==> config.mk <==
export PLATFORM = sky130hd
export DESIGN_NAME = pipeline_ifp_gen_flat
export DESIGN_NICKNAME = d
export VERILOG_FILES = /design/src/rtl/pipeline_ifp_gen_if.sv /design/src/rtl/pipeline_ifp_gen.sv /design/src/flat_wrapper.sv
export SDC_FILE = /design/constraint.sdc
export NUM_CORES = 1
export LEC_CHECK = 0
export BUFFER_PORTS_ARGS = -buffer_cell sky130_fd_sc_hd__buf_2
export CAP_MARGIN = 20
export CORE_MARGIN = 3
export CORE_UTILIZATION = 50
export CTS_BUF_LIST = sky130_fd_sc_hd__clkbuf_2
export CTS_CLUSTER_DIAMETER = 50
export DETAILED_ROUTE_END_ITERATION = 6
export GPL_TIMING_DRIVEN = 0
export HOLD_SLACK_MARGIN = 0.05
export MAX_ROUTING_LAYER = met4
export PLACE_DENSITY = 0.83
export SLEW_MARGIN = 10
export SYNTH_ARGS = -nofsm -noshare
export SYNTH_HDL_FRONTEND = slang
export SYNTH_SLANG_ARGS = --single-unit
==> constraint.sdc <==
create_clock -name clk -period 8.4 [get_ports clk]
set_input_delay 0.42 -clock clk [delete_from_list [all_inputs] [get_ports clk]]
set_output_delay 0.42 -clock clk [all_outputs]
set_load 0.02 [all_outputs]
==> src/rtl/pipeline_ifp_gen_if.sv <==
// pipeline_ifp_gen_if: fetch request bus between the PC generator and its memory channels.
interface pipeline_ifp_gen_if #(
    parameter int XLEN = 64,
    parameter int NUM_CH = 2,
    parameter int EPOCH_W = 2
);
    localparam int CH_W = NUM_CH > 1 ? $clog2(NUM_CH) : 1;
    logic req_valid;
    logic [NUM_CH-1:0] req_ready;
    logic [XLEN-1:0] req_addr;
    logic [CH_W-1:0] req_ch;
    logic [EPOCH_W-1:0] req_epoch;
    modport master (output req_valid, req_addr, req_ch, req_epoch, input req_ready);
    modport slave (input req_valid, req_addr, req_ch, req_epoch, output req_ready);
endinterface

==> src/rtl/pipeline_ifp_gen.sv <==
// pipeline_ifp_gen: sequential/redirected fetch PC generator with channel decode,
// redirect epoch tagging and sticky misaligned-target fault.
module pipeline_ifp_gen #(
    parameter int XLEN = 64,
    parameter int NUM_CH = 2,
    parameter logic [NUM_CH*XLEN-1:0] CH_BASE = {64'h8000_0000, 64'h0},
    parameter logic [XLEN-1:0] BOOT_ADDR = '0,
    parameter int EPOCH_W = 2
) (
    input  logic clk,
    input  logic reset,
    input  logic stall,
    input  logic redirect_valid,
    input  logic [XLEN-1:0] redirect_target,
    pipeline_ifp_gen_if.master bus,
    output logic [XLEN-1:0] pc_IFP,
    output logic pc_valid,
    output logic misalign_fault
);
    localparam int CH_W = NUM_CH > 1 ? $clog2(NUM_CH) : 1;
    typedef enum logic [1:0] {BOOT, FETCH, FAULT} state_t;
    state_t state, state_nx;
    logic [XLEN-1:0] addr;
    logic [EPOCH_W-1:0] epoch;
    logic [CH_W-1:0] ch;
    logic redir, misal, valid, fire;
    // Bases ascend, so the last base not above the address wins.
    always_comb begin
        ch = '0;
        for (int i = 1; i < NUM_CH; i++)
            if (addr >= CH_BASE[i*XLEN +: XLEN]) ch = CH_W'(i);
    end
    always_comb begin
        redir = redirect_valid && state != BOOT;
        misal = redirect_target[1:0] != 2'b00;
        valid = state == FETCH && !stall;
        fire = valid && bus.req_ready[ch];
        state_nx = state == BOOT ? FETCH : redir ? (misal ? FAULT : FETCH) : state;
    end
    // A redirect overrides any same-cycle fire, so a stale fetch never reaches pc_IFP.
    always_ff @(posedge clk or negedge reset) begin
        if (!reset) begin
            state <= BOOT;
            addr <= BOOT_ADDR;
            epoch <= '0;
            pc_IFP <= '0;
            pc_valid <= 1'b0;
            misalign_fault <= 1'b0;
        end else begin
            state <= state_nx;
            pc_valid <= fire && !redir;
            if (redir) begin
                addr <= redirect_target;
                epoch <= epoch + 1'b1;
                misalign_fault <= misal;
            end else if (fire) begin
                addr <= addr + XLEN'(4);
                pc_IFP <= addr;
            end
        end
    end
    assign bus.req_valid = valid;
    assign bus.req_addr = addr;
    assign bus.req_ch = ch;
    assign bus.req_epoch = epoch;
endmodule

==> src/flat_wrapper.sv <==
// flat-port wrapper written by rule: the top's interface ports become plain ports
module pipeline_ifp_gen_flat 
#(
    parameter int XLEN = 64,
    parameter int NUM_CH = 2,
    parameter logic [NUM_CH*XLEN-1:0] CH_BASE = {64'h8000_0000, 64'h0},
    parameter logic [XLEN-1:0] BOOT_ADDR = '0,
    parameter int EPOCH_W = 2
)
  (clk, reset, stall, redirect_valid, redirect_target, pc_IFP, pc_valid, misalign_fault, bus_req_valid, bus_req_addr, bus_req_ch, bus_req_epoch, bus_req_ready);
  pipeline_ifp_gen_if #(.XLEN(XLEN), .NUM_CH(NUM_CH), .EPOCH_W(EPOCH_W)) bus_i ();
  input  logic clk;
  input  logic reset;
  input  logic stall;
  input  logic redirect_valid;
  input  logic [XLEN-1:0] redirect_target;
  output logic [XLEN-1:0] pc_IFP;
  output logic pc_valid;
  output logic misalign_fault;
  output wire logic [$bits(bus_i.req_valid)-1:0] bus_req_valid;
  output wire logic [$bits(bus_i.req_addr)-1:0] bus_req_addr;
  output wire logic [$bits(bus_i.req_ch)-1:0] bus_req_ch;
  output wire logic [$bits(bus_i.req_epoch)-1:0] bus_req_epoch;
  input wire logic [$bits(bus_i.req_ready)-1:0] bus_req_ready;
  assign bus_req_valid = bus_i.req_valid;
  assign bus_req_addr = bus_i.req_addr;
  assign bus_req_ch = bus_i.req_ch;
  assign bus_req_epoch = bus_i.req_epoch;
  assign bus_i.req_ready = bus_req_ready;
  pipeline_ifp_gen #(.XLEN(XLEN), .NUM_CH(NUM_CH), .CH_BASE(CH_BASE), .BOOT_ADDR(BOOT_ADDR), .EPOCH_W(EPOCH_W)) u_core (.clk(clk), .reset(reset), .stall(stall), .redirect_valid(redirect_valid), .redirect_target(redirect_target), .bus(bus_i), .pc_IFP(pc_IFP), .pc_valid(pc_valid), .misalign_fault(misalign_fault));
endmodule
=== Word-level counts from Yosys, hierarchy flattened ===
Cells that the tools add are included.

* Reductions and logical operators: 12
* $lt $le $gt $ge: 2
* Equality and inequality tests: 1
* Muxes and demuxes: 8
* $add $sub $neg: 2
* Bitwise logic cells: 1

{| class="wikitable"
|+ Operator list
! cell !! count
|-
| 64-bit 2-to-1 mux || 2
|-
| 64-bit by 3-bit adder with 64-bit output (second input constant) || 1
|-
| 64-bit by 32-bit >= comparator with 1-bit output (second input constant) || 1
|-
| 2-bit nonzero test || 4
|-
| 2-bit 2-to-1 mux || 3
|-
| 1-bit logical AND || 4
|-
| 1-bit 2-to-1 mux || 3
|-
| 2-bit by 1-bit adder with 2-bit output (second input constant) || 1
|-
| 2-bit by 1-bit equality test with 1-bit output (second input constant) || 1
|-
| 1-bit zero test || 2
|-
| 2-bit zero test || 1
|-
| 1-bit by 2-bit < comparator with 1-bit output (second input constant) || 1
|-
| 2-bit AND reduction || 1
|-
| 1-bit inverter || 1
|}

* Bits of input ports: 70
* Register bits: 134
* Output and inout port bits: 134
* Logic and storage cells: 32

=== Depth between registers and ports, before layout ===
* Depth in word-level cells: 7
* Gate-level depth with buffers: 9
* Mapped depth without buffers: 7

=== Worst setup path after synthesis ===
Ideal clock, no wire load.

* Path kind: register to register
* Start: reg u_core.addr[41] (netlist: u_core.bus.req_addr[41])
* End: reg u_core.pc_IFP[54]
* Cell stages (with the launch flop): 10
* Arrival time: 2.739 ns
* Slack: 5.536 ns
* Data required time: 8.275 ns
* Clock period less this slack: 2.864 ns
* Buffers on the path: 3
* Setup time: 0.125 ns
* Cells stage by stage: dfrtp_1 clkbuf_1 nor4_1 nand4_1 o31a_1 or2_2 nand2_1 clkbuf_1 clkbuf_1 mux2_2

* Word-level cells in the longest chain between the ends: 6

{| class="wikitable"
|+ RTL lines
! what !! RTL line !! source
|-
| from (decl) || pipeline_ifp_gen.sv:23 || <nowiki>logic [XLEN-1:0] addr;</nowiki>
|-
| from (signal assigned) || pipeline_ifp_gen.sv:53 || <nowiki>addr <= redirect_target;</nowiki>
|-
| from (signal assigned) || pipeline_ifp_gen.sv:57 || <nowiki>addr <= addr + XLEN'(4);</nowiki>
|-
| 64-bit by 32-bit >= comparator with 1-bit output || pipeline_ifp_gen.sv:31 || <nowiki>if (addr >= CH_BASE[i*XLEN +: XLEN]) ch = CH_W'(i);</nowiki>
|-
| 1-bit 2-to-1 mux || pipeline_ifp_gen.sv:31 ||
|-
| 1-bit 2-to-1 mux (not written as such) (2 in a row) || pipeline_ifp_gen.sv:37 || <nowiki>fire = valid && bus.req_ready[ch];</nowiki>
|-
| 1-bit logical AND || pipeline_ifp_gen.sv:37 ||
|-
| 2-bit AND reduction (no source line) || - ||
|-
| to (signal assigned) || pipeline_ifp_gen.sv:58 || <nowiki>pc_IFP <= addr;</nowiki>
|-
| to (decl) || pipeline_ifp_gen.sv:16 || <nowiki>output logic [XLEN-1:0] pc_IFP,</nowiki>
|}

Every way passes these cells. The select of a mux whose other input is x is not followed.
A chain may end at the register's enable or synchronous reset.

=== Worst setup path in the final report ===
* Start: reg u_core.addr[31] (netlist: u_core.bus.req_addr[31])
* End: reg u_core.pc_IFP[56]

The elaborated chain is that of the path after synthesis.

==> impl_results.md <==
- Hold WS: about 0.15 ns
- Post-DP HPWL: 14400 µm
- Top FF cell, synth: dfrtp_1
- Die Ht: 121 µm
- Synth Cell Area: about 6600 µm²
- Sw Ratio: 0.424
- Async SR Flop Fraction: 1.00
- Mean Syn Cell Area: 10.3 µm²
- Post-Syn Instances: 642
- RSZ-0062 raised after global routing: no
- VDD IR max: 162 µV
- CP max FO: 10
- Die area: 14600 µm²
- Worst slew margin: 0.381
- Clk pwr share: 0.155
- Status: finished clean
- # clock sinks: 134
- Max-slew violations: 0
- Critical-path cell list: nor4_1 -> nand4_1 -> o31a_1 -> or2_2 -> nand2_1 -> clkbuf_1 -> clkbuf_1 -> mux2_2
- Yosys warns: 0
- Root buf cell: clkbuf_2
- Final Skew: 0.0413 ns
- Final Cell Area: 8740 µm²
- GRT overflow: 0
- Power per cell area: between 200 and 300 nW/µm²
- Post-Syn Nets: 714
- Pre-CTS WS: around 4.6 ns
- Routed wire length per instance: 19.2 µm
- Worst Setup End Kind: flip-flop
- Pleak: between 3 and 4 nW
- Area growth from synthesis to layout: 32.6%
- Proportion of layout cells with a drive suffix above 1: 0.340
- Vias per inst: 5.91
- First-pass detailed-route iteration total: 6
- Global-route wire length before repair: about 34000 µm
- Synth Register Bits: 134
- Setup_tns: 0 ns
- Total CTS buffers: 17
- Bufs on Longest Clock Path: 2
- Critical setup path kind: reg -> reg
- Post-synth EDFFs: 0
- Register area share after synthesis: 0.509
- Vias in the first global route: around 6500
- Final WS setup: 4.53 ns
- CTS resizes: 0
- Combinational share of power: 0.402
- WP data required: 9.03 ns
- DRC Markers: 0
- Largest net degree at the start of global routing: 86
- Antenna Nets Post-Route: 0
- DP Area: approximately 8000 µm²
- Sequential fraction of design power: 0.443
- Most frequent cells in the layout: buf_2 (209), dfrtp_1 (134), nand2_1 (66), dlygate4sd3_1 (66), mux2_2 (61)
- Most common cell after layout, fill and taps aside: buf_2
- # hold bufs at CTS: 66
- Post-CTS Setup Repair Bufs: 0
- Total core area: 12800 µm²
- H-tree levels: 4
- Worst Hold Class: in -> async
- GR Util met2: 0.475
- Final setup violating endpoints: 0
- Pwr Total: between 2 and 2.5 mW
- Initial antenna violation count: 2
- Clock latency on the worst-skew pair: roughly 0.74 ns
- FP Rows: roughly 40
- Post-layout util: 0.684
- Global route hottest layer: met2
- Startpoint Class: flip-flop
- Cell variety after synth: between 50 and 60
- Tcrit/Tclk final: 0.461
- Final hold violations: 0
- Clock transition at path regs: 0.21 ns
- GRT Overall Usage: 0.307
- Critical-path top delay cell: clkbuf_1
- Nets: 1003
- Area of the multi-input gates: 3000 µm²
- Finished Layout Cells: 1121
- # IOs: 204
- Met3 GRT Util: 0.0571
- Worst-Margin Slew: 0.923 ns
- Wirelength, routed: about 21000 µm
- Max frequency: 258 MHz
- Routability congestion estimate from global placement: 0.994
- Min Tclk post-route: approximately 3.9 ns
- Routed via count: 6629
- Switching power: 1.01 mW
- Initial DRC Count: 760
- Inst Count DP: about 1000
- Register area: 3350 µm²
- FF-to-FF path depth: 8
- Initial Util: 0.516
- CTS tree: built
- # port buffers: roughly 200
- Max-cap viol count: 0
- Pint: 1.37 mW
- Die X: 121 µm
- Arrival time worst endpoint: about 4.5 ns
- Critical Path Max Stage Delay: 0.63 ns
- Number of fill cells: 960
- CP most frequent cell: clkbuf_1
- GR Util met1: 0.394
[critical path, delay by kind of cell, from the launching register on]
kind                   cells  cell delay, ns
AO/OA/AOI/OAI              1            0.40
buffers and inverters      2            1.22
multiplexers               1            0.42
flip-flops                 1            0.51
AND/OR/NAND/NOR            4            1.22
[state kept, by name, indices dropped and copies added (netlist names)]
signal / cells
u_core.bus.req_addr: 64
u_core.pc_IFP: 64
u_core.bus.req_epoch: 2
u_core.state: 2
u_core.misalign_fault: 1
u_core.pc_valid: 1
[cells by family after synthesis]
| logic type | count (synthesis) | synth area share |
|---|---|---|
| mux | 62 | 0.106 |
| flops | 134 | 0.509 |
| compound gates | 121 | 0.115 |
| fa+ha+maj | 2 | 0.00380 |
| simple gates | 260 | 0.210 |
| xor+xnor | 15 | 0.0199 |
| buf+inv | 48 | 0.0365 |
[per-layer routing]
metal / vias to the layer above / share of wire
li1: 2974 / -
met1: 3180 / 0.41
met2: 397 / 0.48
met3: 78 / 0.076
met4: 0 / 0.043
met5: - / 0
[cell usage after synthesis, types with 2 or more instances]
cell type | instances | area, µm²
dfrtp_1 | 134 | 3350
o21a_1 | 2 | 15.0
inv_1 | 10 | 37.5
xnor2_1 | 10 | 87.6
nand4_1 | 18 | 113
o31a_1 | 2 | 17.5
a21o_1 | 3 | 22.5
and3_2 | 2 | 15.0
nor4_1 | 10 | 62.6
o311ai_0 | 2 | 17.5
nand2_1 | 66 | 248
or3_2 | 2 | 15.0
ha_1 | 2 | 25.0
or2_2 | 2 | 12.5
and2_1 | 7 | 43.8
clkbuf_8 | 4 | 55.1
clkbuf_1 | 24 | 90.1
buf_2 | 7 | 35.0
o211ai_1 | 9 | 67.6
a31oi_1 | 36 | 225
xor2_1 | 5 | 43.8
o21ai_0 | 42 | 210
o31ai_1 | 13 | 97.6
and4_1 | 4 | 35.0
or3_1 | 20 | 125
or4_1 | 19 | 143
nand3_1 | 29 | 145
and3_1 | 7 | 43.8
a21oi_1 | 4 | 20.0
a221o_1 | 2 | 20.0
nand2b_1 | 2 | 12.5
nor2_1 | 52 | 195
nor3_1 | 7 | 35.0
o21ai_1 | 2 | 10.0
mux2_2 | 61 | 687
or4_2 | 2 | 17.5
[final timing paths]
check | endpoint | from | slack [ns]
min | u_core.bus.req_addr[54] | reset | 0.15
min reg2reg | u_core.bus.req_epoch[0] | u_core.bus.req_epoch[0] | 0.51
min in group clk | u_core.bus.req_addr[51] | bus_req_ready[0] | 0.30
max | u_core.pc_IFP[56] | u_core.bus.req_addr[31] | 4.53
max in group asynchronous | u_core.pc_IFP[13] | reset | 7.44
max reg2reg | u_core.pc_IFP[56] | u_core.bus.req_addr[31] | 4.53
[power groups by stage]
stage | Combinational, mW | Clock, mW | Sequential [mW]
finish | 0.960 | 0.370 | 1.06
global route | 1.03 | 0.408 | 1.09
CTS | 0.954 | 0.371 | 1.05
detailed placement | 0.928 | 0 | 1.06
global placement | 0.908 | 0 | 1.05
floorplan | 0.303 | 0 | 1.31
[area by class of cell]
| class | count | share of cell area |
|---|---|---|
| diodes | 5 | 0.00143 |
| plain buffers | 38 | 0.0232 |
| clock buffers | 19 | 0.0109 |
| clock inverters | 13 | 0.0130 |
| inverters | 10 | 0.00430 |
| multi-input cells | 460 | 0.343 |
| flip-flops and latches | 134 | 0.384 |
| well taps | 172 | 0.0246 |
| repair buffers | 270 | 0.196 |
Note: power is estimated with default switching activity, not from simulation.
